--- src/rtl/pong_pkg.sv ---
`default_nettype none
// ============================================================================
// Module   : pong_pkg
// Brief    : Shared screen geometry, ball constants and game FSM encoding.
// Revision : 1.0 - initial release
// ============================================================================
package pong_pkg;

  localparam int SCREEN_W = 640;
  localparam int SCREEN_H = 480;
  localparam int V_MIN    = 32;
  localparam int V_MAX    = 448;
  localparam int BALL_R   = 16;

  // Ball-engine reset centre
  localparam int CENTER_X = 320;
  localparam int CENTER_Y = 240;

  typedef enum logic [1:0] {
    SERVE     = 2'd0,
    PLAY      = 2'd1,
    MISS_HOLD = 2'd2,
    OVER      = 2'd3
  } state_t;

endpackage
`default_nettype wire

--- src/rtl/btn_sync.sv ---
`default_nettype none
// ============================================================================
// Module   : btn_sync
// Brief    : Two-flop synchroniser for a raw button with rising-edge pulse.
// Revision : 1.0 - initial release
// ============================================================================
module btn_sync (
  input  logic clk,
  input  logic rst_n,
  input  logic btn,
  output logic level,
  output logic rise
);

  logic meta;
  logic sync;
  logic prev;

  // Two-stage synchroniser followed by a delay stage for edge detection
  always_ff @(posedge clk or negedge rst_n) begin
    if (!rst_n) begin
      meta <= 1'b0;
      sync <= 1'b0;
      prev <= 1'b0;
    end else begin
      meta <= btn;
      sync <= meta;
      prev <= sync;
    end
  end

  assign level = sync;
  assign rise  = sync & ~prev;

endmodule
`default_nettype wire

--- src/rtl/paddle_engine.sv ---
`default_nettype none
// ============================================================================
// Module   : paddle_engine
// Brief    : Player paddle on the left wall: movement, hit/miss judgement,
//            lives/score keeping and ball-engine hold control.
// Revision : 1.0 - initial release
// ============================================================================
module paddle_engine #(
  parameter int WALL_X      = 16,
  parameter int PAD_LEN     = 96,
  parameter int PAD_STEP    = 4,
  parameter int PAD_MIN     = 16,
  parameter int PAD_MAX     = 464,
  parameter int BALL_R      = pong_pkg::BALL_R,
  parameter int LIVES       = 3,
  parameter int HOLD_FRAMES = 60,
  parameter int TICK_V      = 480
) (
  input  logic       PixClk,
  input  logic       enable,
  input  logic [9:0] Hcounter,
  input  logic [9:0] Vcounter,
  input  logic [9:0] Hcen,
  input  logic [9:0] Vcen,
  input  logic       BtnUp,
  input  logic       BtnDn,
  output logic [9:0] HWall,
  output logic       BallEn,
  output logic       PadOn,
  output logic [7:0] Score,
  output logic [1:0] Lives,
  output logic       GameOver
);

  import pong_pkg::*;

  localparam int         CNT_W      = $clog2(HOLD_FRAMES + 1);
  localparam logic [CNT_W-1:0] CNT_LAST = CNT_W'(HOLD_FRAMES - 1);
  localparam logic [CNT_W-1:0] CNT_ONE  = CNT_W'(1);
  localparam logic [9:0] PAD_LO     = 10'(PAD_MIN);
  localparam logic [9:0] PAD_HI     = 10'(PAD_MAX - PAD_LEN);
  localparam logic [9:0] STEP       = 10'(PAD_STEP);
  localparam logic [9:0] PAD_RESET  = 10'(CENTER_Y - PAD_LEN / 2);
  localparam logic [9:0] LEN_M1     = 10'(PAD_LEN - 1);
  localparam logic [9:0] ARRIVE_X   = 10'(WALL_X + 16);
  localparam logic [9:0] ARM_X      = 10'(WALL_X + 64);
  localparam logic [9:0] PADON_X0   = 10'(WALL_X - 8);
  localparam logic [9:0] PADON_X1   = 10'(WALL_X - 1);
  localparam logic [9:0] TICK_LINE  = 10'(TICK_V);
  localparam logic [10:0] BR11      = 11'(BALL_R);
  localparam logic [10:0] LEN11_M1  = 11'(PAD_LEN - 1);
  localparam logic [1:0] LIVES_INIT = 2'(LIVES);

  state_t           state;
  state_t           next_state;
  logic [CNT_W-1:0] frame_cnt;
  logic [9:0]       pad_top;
  logic [7:0]       score;
  logic [1:0]       lives;
  logic             armed;
  logic             ball_en;
  logic             pad_on;
  logic             tick;

  logic up_lvl, up_rise, dn_lvl, dn_rise;
  logic hit, miss, restart;
  logic arrive, in_window, hold_done;
  logic [10:0] vc11, pt11;

  btn_sync u_sync_up (
    .clk   (PixClk),
    .rst_n (enable),
    .btn   (BtnUp),
    .level (up_lvl),
    .rise  (up_rise)
  );

  btn_sync u_sync_dn (
    .clk   (PixClk),
    .rst_n (enable),
    .btn   (BtnDn),
    .level (dn_lvl),
    .rise  (dn_rise)
  );

  // Widen to 11 bits so Vcen+BALL_R and PadTop+PAD_LEN never overflow
  assign vc11      = {1'b0, Vcen};
  assign pt11      = {1'b0, pad_top};
  assign in_window = ((vc11 + BR11) >= pt11) && (vc11 <= (pt11 + LEN11_M1 + BR11));
  assign arrive    = armed && (Hcen <= ARRIVE_X);
  assign hold_done = tick && (frame_cnt == CNT_LAST);

  // Frame tick: one registered pulse at the start of vblank
  always_ff @(posedge PixClk or negedge enable) begin
    if (!enable) tick <= 1'b0;
    else         tick <= (Hcounter == 10'd0) && (Vcounter == TICK_LINE);
  end

  // Game state register
  always_ff @(posedge PixClk or negedge enable) begin
    if (!enable) state <= SERVE;
    else         state <= next_state;
  end

  // Next-state logic and single-cycle game events
  always_comb begin
    next_state = state;
    hit        = 1'b0;
    miss       = 1'b0;
    restart    = 1'b0;
    case (state)
      SERVE: begin
        if (hold_done) next_state = PLAY;
      end
      PLAY: begin
        if (arrive) begin
          if (in_window) begin
            hit = 1'b1;
          end else begin
            miss       = 1'b1;
            next_state = MISS_HOLD;
          end
        end
      end
      MISS_HOLD: begin
        if (hold_done) next_state = (lives == 2'd0) ? OVER : PLAY;
      end
      OVER: begin
        if (up_rise || dn_rise) begin
          restart    = 1'b1;
          next_state = SERVE;
        end
      end
      default: next_state = SERVE;
    endcase
  end

  // Hold-frame counter: restarts on every state change, counts ticks only while holding
  always_ff @(posedge PixClk or negedge enable) begin
    if (!enable) begin
      frame_cnt <= '0;
    end else if (next_state != state) begin
      frame_cnt <= '0;
    end else if (tick && (state == SERVE || state == MISS_HOLD)) begin
      frame_cnt <= frame_cnt + CNT_ONE;
    end
  end

  // Score, lives and the one-judgement-per-approach arm flag
  always_ff @(posedge PixClk or negedge enable) begin
    if (!enable) begin
      score <= 8'd0;
      lives <= LIVES_INIT;
      armed <= 1'b1;
    end else begin
      if (restart) begin
        score <= 8'd0;
        lives <= LIVES_INIT;
      end
      if (hit && score != 8'hFF) score <= score + 8'd1;
      if (miss && lives != 2'd0) lives <= lives - 2'd1;
      if (hit || miss) begin
        armed <= 1'b0;
      end else if ((next_state == PLAY && state != PLAY) || (Hcen >= ARM_X)) begin
        armed <= 1'b1;
      end
    end
  end

  // Paddle motion once per frame, saturating at both bounds, frozen in OVER
  always_ff @(posedge PixClk or negedge enable) begin
    if (!enable) begin
      pad_top <= PAD_RESET;
    end else if (tick && state != OVER) begin
      if (up_lvl && !dn_lvl) begin
        pad_top <= (pad_top < PAD_LO + STEP) ? PAD_LO : pad_top - STEP;
      end else if (dn_lvl && !up_lvl) begin
        pad_top <= (pad_top > PAD_HI - STEP) ? PAD_HI : pad_top + STEP;
      end
    end
  end

  // Registered outputs: ball enable follows PLAY, paddle pixel from raster position
  always_ff @(posedge PixClk or negedge enable) begin
    if (!enable) begin
      ball_en <= 1'b0;
      pad_on  <= 1'b0;
    end else begin
      ball_en <= (state == PLAY);
      pad_on  <= (Hcounter >= PADON_X0) && (Hcounter <= PADON_X1) &&
                 (Vcounter >= pad_top) && (Vcounter <= pad_top + LEN_M1);
    end
  end

  assign HWall    = 10'(WALL_X);
  assign BallEn   = ball_en;
  assign PadOn    = pad_on;
  assign Score    = score;
  assign Lives    = lives;
  assign GameOver = (state == OVER);

endmodule
`default_nettype wire

--- config.mk ---
export PLATFORM = sky130hd
export DESIGN_NAME = paddle_engine
export DESIGN_NICKNAME = d
export VERILOG_FILES = /design/src/rtl/pong_pkg.sv /design/src/rtl/btn_sync.sv /design/src/rtl/paddle_engine.sv
export SDC_FILE = /design/constraint.sdc
export NUM_CORES = 1
export LEC_CHECK = 0
export CAP_MARGIN = 20
export CORE_MARGIN = 2
export CORE_UTILIZATION = 52
export DETAILED_ROUTE_END_ITERATION = 8
export HOLD_SLACK_MARGIN = 0.15
export PLACE_DENSITY = 0.82
export SLEW_MARGIN = 20
export SYNTH_ARGS = -nofsm -noshare
export SYNTH_HDL_FRONTEND = slang
export SYNTH_HIERARCHICAL = 1
export SYNTH_SLANG_ARGS = --single-unit
--- constraint.sdc ---
create_clock -name PixClk -period 4 [get_ports PixClk]
set_input_delay 0.6 -clock PixClk [delete_from_list [all_inputs] [get_ports PixClk]]
set_output_delay 0.6 -clock PixClk [all_outputs]
set_load 0.005 [all_outputs]
==> run_results.csv, run 1 <==
group,metric,value,unit
run_status,outcome,"finished, final reports clean",
global_routing,grt_util_met3,3.82,%
global_routing,first_global_vias,2589,
global_routing,grt_use_total,23.6,%
sta,timing.final.setup_violations,0,
synthesis,synth.most_common_cell,"sky130_fd_sc_hd__ha_1",
setup_path,setup.worst_path.start_class,"register",
setup_path,criticalPathCategory,"reg2reg",
min_path,hold_class,"reg2reg",
sta,final.setup.tns,0,ns
sta,worst-slew-pin-transition,0.770,ns
clocking,clock_latency,0.29,ns
drt,final_routed_wirelength,7.15,mm
drt,drt_iter0_drc,181,
clocking,cts_hold_buf,0,
synthesis,adder_cell_share_of_the_synthesized_area,16.4,%
synthesis,syn_inst,346,
synthesis,synth_area_per_cell,8.82,um^2
synthesis,yosys-mux-area-fraction,0.984,%
pwr,power.density,202,nW/um^2
sta,finalWorstPathRequiredPeriod,3.25,ns
place,port-buffer-count,56,
drt,vias_per_cell,5.80,
pwr,total_leakage_power,0.00164,uW
clocking,htree_levels,2,
synthesis,synth.cell_area,3050,um^2
synthesis,synth_enable_flop_cells,0,
clocking,clk_transition_reported_paths,0.08,ns
global_routing,grt.overflow.total,0,
synthesis,synth-simple-area-share,20.1,%
die,floorplan.initialDensity,54.7,%
clocking,clock_tree.root_cell,"sky130_fd_sc_hd__clkbuf_8",
place,gpl.final_weighted_congestion,0.947,
clocking,cts_setup_buffers,0,
drt,detailed_route_drc_error_count,0,
sta,max-slew-margin-rel,48.1,%
setup_path,cp_max_fo,10,
global_routing,grt_start_max_net_pins,37,
synthesis,synth-compound-area-share,20.6,%
place,place.detailed.hpwl,5.75,mm
pwr,totalPowerFinal,752,uW
clocking,clock_sink_count,36,
layout,synthToLayoutAreaGrowth,22.3,%
setup_path,setup.worst_path.end_class,"register",
drt,detailedRoute.firstPassIterationCount,4,
layout,layout-drive-gt1-share,5.94,%
global_routing,busiest_layer,"met2",
layout,n_antenna_cell,0,
synthesis,post-synth-top-area-cell,"sky130_fd_sc_hd__dfrtp_1",
sta,worst_hold_slack,0.350,ns
synthesis,synth.top_cell.area_share,25.4,%
sta,max_clock_freq,0.308,GHz
die,die_x,80.6,um
synthesis,yosys-top-cells-area,"sky130_fd_sc_hd__dfrtp_1 25%, sky130_fd_sc_hd__ha_1 16%, sky130_fd_sc_hd__xnor2_1 4.9%",
flow_run,drv_cap,0,
synthesis,post_synth_xor_area_fraction,6.31,%
die,dieHeight,80.6,um
die,core,5570,um^2
layout,final_net_count,487,
die,core.rowCount,27,
synthesis,ys_types,58,
setup_path,worstPathArrival,3.42,ns
global_routing,antenna_violations_before_repair,0,
sta,final.setup_skew,0.00545,ns
clocking,ctsResizeCount,0,
global_routing,grt_util_met2,38.8,%
setup_path,worst-endpoint-required,4.18,ns
drt,drt-wirelength-per-cell,15.0,um
pwr,vdd_drop_max,242,uV
sta,timing_hold_violations_final,0,
synthesis,dominant_combinational_cell_family_by_area_after_synthesis,"compound AO/OA/AOI/OAI gates",
sta,grt_setup_unrepaired,"no",
drt,via_count,2762,
synthesis,synth.top_cells.by_count,"40 x sky130_fd_sc_hd__ha_1, 31 x sky130_fd_sc_hd__dfrtp_1, 29 x sky130_fd_sc_hd__nor2_1, 26 x sky130_fd_sc_hd__o21ai_0, 25 x sky130_fd_sc_hd__nand2_1",
die,io_pins,67,
drt,final_antenna_net_count,0,
clocking,inserted_clock_buffers,5,
clocking,clockBufferDepth,2,
sta,slew_viol_final,0,
global_routing,use_met1,32.3,%
synthesis,ys_dominant_reg_cell,"sky130_fd_sc_hd__dfrtp_1",
sta,min_period_over_period,81.1,%
synthesis,async_reset_ff_share,100,%
global_routing,grt_pass1_wl,11.9,mm
synthesis,yosysWarnings,6,
synthesis,synth_seq_cells,36,
clocking,clock_tree_from_tritoncts,"done",
synthesis,synth-seq-area-share,29.7,%
die,area_of_the_die,6500,um^2
[metrics by stage]
stage / worst slack [ns] / instances / util, % / instance area, um^2
floorplan: 1.19 / 354 / - / 3080
global placement: 0.755 / 468 / 65.4 / 3640
detailed placement: 0.657 / 468 / 65.4 / 3640
CTS: 0.774 / 476 / 66.9 / 3730
global route: 0.518 / 476 / 66.9 / 3730
finish: 0.754 / 476 / 66.9 / 3730
[layer usage]
layer / share of wire, % / vias to the layer above
met2: 47 / 71
li1: - / 1356
met5: 0 / -
met1: 47 / 1328
met4: 0.92 / 0
met3: 5.1 / 7
[logic make-up after synthesis]
| kind of cell | after synthesis |
|---|---|
| xor+xnor | 22 |
| flops | 36 |
| fa+ha+maj | 40 |
| simple gates | 116 |
| compound gates | 92 |
| other cells | 2 |
| mux | 3 |
| buf+inv | 35 |
[power breakdown]
group          internal, uW  total [uW]  leakage, uW  switching (uW)
Sequential              367         369     0.000466            1.93
Clock                   121         260    0.0000479             139
Combinational          67.7         123      0.00113            55.4
[cell usage in the layout, fill, tap and decap left out, types with 2 or more instances in the layout]
cell	synthesis	routed
sky130_fd_sc_hd__o221ai_1	2	2
sky130_fd_sc_hd__nand4_1	6	6
sky130_fd_sc_hd__a211o_1	6	6
sky130_fd_sc_hd__nand3b_1	2	2
sky130_fd_sc_hd__nor3b_1	3	3
sky130_fd_sc_hd__o31ai_1	2	2
sky130_fd_sc_hd__o21ai_0	26	26
sky130_fd_sc_hd__nand3_1	13	13
sky130_fd_sc_hd__or3_1	2	2
sky130_fd_sc_hd__nand2_1	25	25
sky130_fd_sc_hd__inv_1	18	18
sky130_fd_sc_hd__and3_1	5	5
sky130_fd_sc_hd__mux2i_1	3	3
sky130_fd_sc_hd__nand2b_1	6	6
sky130_fd_sc_hd__nor3_1	7	7
sky130_fd_sc_hd__clkdlybuf4s50_1	0	56
sky130_fd_sc_hd__xnor2_1	17	17
sky130_fd_sc_hd__clkinv_2	0	2
sky130_fd_sc_hd__xor2_1	5	5
sky130_fd_sc_hd__nor2b_4	2	2
sky130_fd_sc_hd__nor2b_1	5	5
sky130_fd_sc_hd__conb_1	2	10
sky130_fd_sc_hd__nor2_1	29	29
sky130_fd_sc_hd__a211oi_1	5	5
sky130_fd_sc_hd__nor4_1	3	3
sky130_fd_sc_hd__o21a_1	2	2
sky130_fd_sc_hd__clkbuf_8	0	5
sky130_fd_sc_hd__a21oi_1	23	23
sky130_fd_sc_hd__dfstp_2	5	5
sky130_fd_sc_hd__clkinv_1	2	2
sky130_fd_sc_hd__ha_1	40	40
sky130_fd_sc_hd__o211ai_1	2	2
sky130_fd_sc_hd__dfrtp_1	31	31
sky130_fd_sc_hd__a21o_1	7	7
sky130_fd_sc_hd__and4b_1	3	3
[critical path, stage by stage, from the launching register on]
cell	delay, ns
sky130_fd_sc_hd__dfrtp_1	0.51
sky130_fd_sc_hd__inv_1	0.17
sky130_fd_sc_hd__ha_1	0.28
sky130_fd_sc_hd__xnor2_1	0.23
sky130_fd_sc_hd__inv_1	0.08
sky130_fd_sc_hd__ha_1	0.29
sky130_fd_sc_hd__a211oi_1	0.27
sky130_fd_sc_hd__o21ai_1	0.16
sky130_fd_sc_hd__a2111oi_4	0.43
sky130_fd_sc_hd__o21a_2	0.24
sky130_fd_sc_hd__a21oi_1	0.14
sky130_fd_sc_hd__a211o_1	0.33
[registers in the layout (all words and copies together) (netlist names)]
signal and cells:
frame_cnt 6, Score 8, PadOn 1, u_sync_dn/meta 1, Lives 2, state 2, u_sync_up/meta 1, u_sync_dn/prev 1
u_sync_dn/level 1, BallEn 1, u_sync_up/prev 1, pad_top 8, armed 1, u_sync_up/level 1, tick 1
[cell type report]
| class | instances | area, um^2 |
|---|---|---|
| clock buffer | 5 | 68.8 |
| sequential | 36 | 907 |
| inverter | 20 | 75.1 |
| timing repair buffer | 57 | 568 |
| clock inverter | 3 | 18.8 |
| multi-input combinational | 283 | 2000 |
| tap | 72 | 90.1 |
| fill | 451 | 1840 |
[final timing paths]
path | slack (ns) | cells past startpoint | startpoint | endpoint
setup / recovery | 0.75 | 11 | pad_top[2] | Score[4]
hold / removal | 0.35 | 0 | u_sync_up/meta | u_sync_up/level
setup reg to reg | 0.75 | 11 | pad_top[2] | Score[4]
hold reg to reg | 0.35 | 0 | u_sync_up/meta | u_sync_up/level
max in group asynchronous | 2.94 | 2 | enable | pad_top[6]
min in group asynchronous | 0.71 | 2 | enable | frame_cnt[1]
(Power assumes the default switching activity.)
==> run 2, diff against run 1 <==
--- a/config.mk
+++ b/config.mk
@@ -7,10 +7,10 @@
 export LEC_CHECK = 0
 export CAP_MARGIN = 20
 export CORE_MARGIN = 2
-export CORE_UTILIZATION = 52
+export CORE_UTILIZATION = 47
 export DETAILED_ROUTE_END_ITERATION = 8
 export HOLD_SLACK_MARGIN = 0.15
-export PLACE_DENSITY = 0.82
+export PLACE_DENSITY = 0.78
 export SLEW_MARGIN = 20
 export SYNTH_ARGS = -nofsm -noshare
 export SYNTH_HDL_FRONTEND = slang
==> constraint.sdc (replaced) <==
create_clock -name PixClk -period 2.9 [get_ports PixClk]
set_input_delay 0.435 -clock PixClk [delete_from_list [all_inputs] [get_ports PixClk]]
set_output_delay 0.435 -clock PixClk [all_outputs]
set_load 0.005 [all_outputs]
==> run 2 against run 1 <==
  * First-iteration DRC count shrank 46%
  * Power grew 51%
  * Non-clock buffer count grew 22
  * Clock skew grew 0.0067 ns
  * Maximum frequency grew 16%
  * Count of clock-buffer cells in the layout grew 1
  * Largest power group unchanged
  * Highest routed layer unchanged
==> run_results.csv, run 2 (synthesis gave the netlist of run 1 again) <==
group,metric,value,unit
place,port-buffer-count,56,
die,core,6310,um^2
drt,drt_iter0_drc,98,
place,gpl.final_weighted_congestion,0.887,
layout,layout.cells.most_common_list,"55 x sky130_fd_sc_hd__clkdlybuf4s50_1, 38 x sky130_fd_sc_hd__ha_1, 31 x sky130_fd_sc_hd__dfrtp_1",
layout,final_net_count,509,
layout,fillerInstances,532,
die,area_of_the_die,7150,um^2
die,core.rowCount,29,
pwr,power.density,284,nW/um^2
setup_path,worst_r2r_endpoint,"frame_cnt[2]",
sta,final.setup.tns,0,ns
layout,synthToLayoutAreaGrowth,30.6,%
drt,detailedRoute.firstPassIterationCount,4,
global_routing,grt_pass1_wl,13.0,mm
pwr,vdd_drop_max,195,uV
setup_path,regToRegStartpoint,"pad_top[3]",
setup_path,setup.reg_to_reg.worst_slack,0.1,ns
clocking,clock_tree.root_cell,"sky130_fd_sc_hd__clkbuf_8",
sta,final.setup_skew,0.0121,ns
clocking,inserted_clock_buffers,5,
place,place.detailed.hpwl,6.00,mm
sta,min_period_over_period,96.6,%
min_path,hold_class,"in2async",
flow_run,drv_cap,0,
drt,drt-wirelength-per-cell,15.6,um
clocking,clock_tree_from_tritoncts,"done",
setup_path,criticalPathCategory,"reg2reg",
setup_path,setup.worst_path.start_class,"register",
place,postPlaceCellArea,3810,um^2
global_routing,grt_start_max_net_pins,37,
global_routing,grt.overflow.total,0,
drt,final_routed_wirelength,7.84,mm
global_routing,antenna_violations_before_repair,0,
die,floorplan.initialDensity,48.3,%
run_status,outcome,"finished, final reports clean",
global_routing,grt_use_total,22.2,%
setup_path,cp_max_fo,6,
setup_path,timing.reg2reg.worst_path_depth,14,
die,die_x,84.6,um
sta,max-slew-margin-rel,44.8,%
clocking,cts_setup_buffers,0,
die,dieHeight,84.6,um
sta,worst-slew-pin-transition,0.828,ns
sta,finalWorstPathRequiredPeriod,2.80,ns
layout,post-route-cell-area,3990,um^2
drt,vias_per_cell,5.73,
drt,detailed_route_drc_error_count,0,
clocking,htree_levels,2,
sta,max_clock_freq,0.357,GHz
sta,timing.final.setup_violations,0,
setup_path,worstPathArrival,2.97,ns
setup_path,setup.worst_path.end_class,"register",
layout,n_antenna_cell,0,
clocking,clockBufferDepth,2,
pwr,total_leakage_power,0.00177,uW
die,io_pins,67,
setup_path,worst-endpoint-required,3.07,ns
drt,via_count,2884,
layout,most_frequent_standard_cell_in_the_layout_excluding_fill_and_tap_cells,"sky130_fd_sc_hd__clkdlybuf4s50_1",
global_routing,first_global_vias,2843,
clocking,clock_latency,0.29,ns
sta,slew_viol_final,0,
clocking,clock_sink_count,36,
clocking,clk_transition_reported_paths,0.08,ns
layout,layout-drive-gt1-share,13.6,%
sta,timing_hold_violations_final,0,
layout,finalCoreUtilization,63.1,%
clocking,cts_hold_buf,0,
drt,final_antenna_net_count,0,
run 2: changes by cell type in the layout (fill, tap and decap cells not counted), sizes merged:
cell / delta
clkbuf: +1
clkinv: -2
buf: +23
clkdlybuf4s50: -1
bufinv: +1
run 2: cell type report:
class | count | area [um^2] | share of cell area [%]
flip-flops and latches | 36 | 907 | 22.8
multi-input cells | 283 | 2070 | 52.0
repair buffers | 79 | 728 | 18.3
clock buffers | 6 | 72.6 | 1.82
well taps | 77 | 96.3 | 2.42
clock inverters | 2 | 35.0 | 0.879
inverters | 20 | 75.1 | 1.88
run 2: worst max path at each step:
stage,to,cells after the start,from,slack [ns]
after CTS,Score[5],11,pad_top[2],0.01
after global placement,Score[4],11,Vcen[4],0.004
after global routing,frame_cnt[4],12,pad_top[3],-0.03
after floorplan,Score[2],11,pad_top[2],0.09
final,frame_cnt[2],14,pad_top[3],0.1
after detailed placement,frame_cnt[0],12,Vcen[4],-0.07
run 2: timing repair:
item	in CTS	in global routing
pin swaps	1	9
gates resized for setup	1	16
hold endpoints to repair	0	0
endpoints found under the setup margin	4	18
gates cloned	0	0
run 2: critical path, stage by stage (launching register included):
cell and delay, ns:
sky130_fd_sc_hd__dfrtp_1 0.39, sky130_fd_sc_hd__inv_2 0.08, sky130_fd_sc_hd__ha_2 0.19, sky130_fd_sc_hd__o21ai_0 0.15
sky130_fd_sc_hd__nand2_1 0.09, sky130_fd_sc_hd__xnor2_1 0.14, sky130_fd_sc_hd__ha_1 0.31, sky130_fd_sc_hd__nand4_1 0.18
sky130_fd_sc_hd__a211oi_2 0.20, sky130_fd_sc_hd__buf_4 0.15, sky130_fd_sc_hd__a2111oi_4 0.04, sky130_fd_sc_hd__o21a_2 0.23
sky130_fd_sc_hd__buf_4 0.16, sky130_fd_sc_hd__o221ai_4 0.28, sky130_fd_sc_hd__nor2_1 0.09
run 2: stage by stage:
stage          setup WS, ns  cells  total power [uW]  hold slack, ns
6_report             0.0990    503              1130           0.237
2_1_floorplan        0.0907    354               602           0.139
3_3_place_gp        0.00372    495               688           0.332
4_1_cts              0.0124    503              1140           0.274
5_1_grt             -0.0312    503              1190           0.295
3_5_place_dp        -0.0747    495               695           0.340
run 2: report_power, final:
group	switching, uW	total, uW	internal (uW)
clock network	186	441	255
registers	2.69	509	506
logic	82.4	183	101
total	271	1130	863
run 2: routing by layer:
| layer | vias to the layer above | share of wire, % | global-route usage (%) |
|---|---|---|---|
| li1 | 1401 | - | - |
| met1 | 1383 | 44 | 29.8 |
| met2 | 90 | 49 | 36.5 |
| met3 | 10 | 5.6 | 3.93 |
| met4 | 0 | 1.3 | 7.22 |
| met5 | - | 0 | 0 |
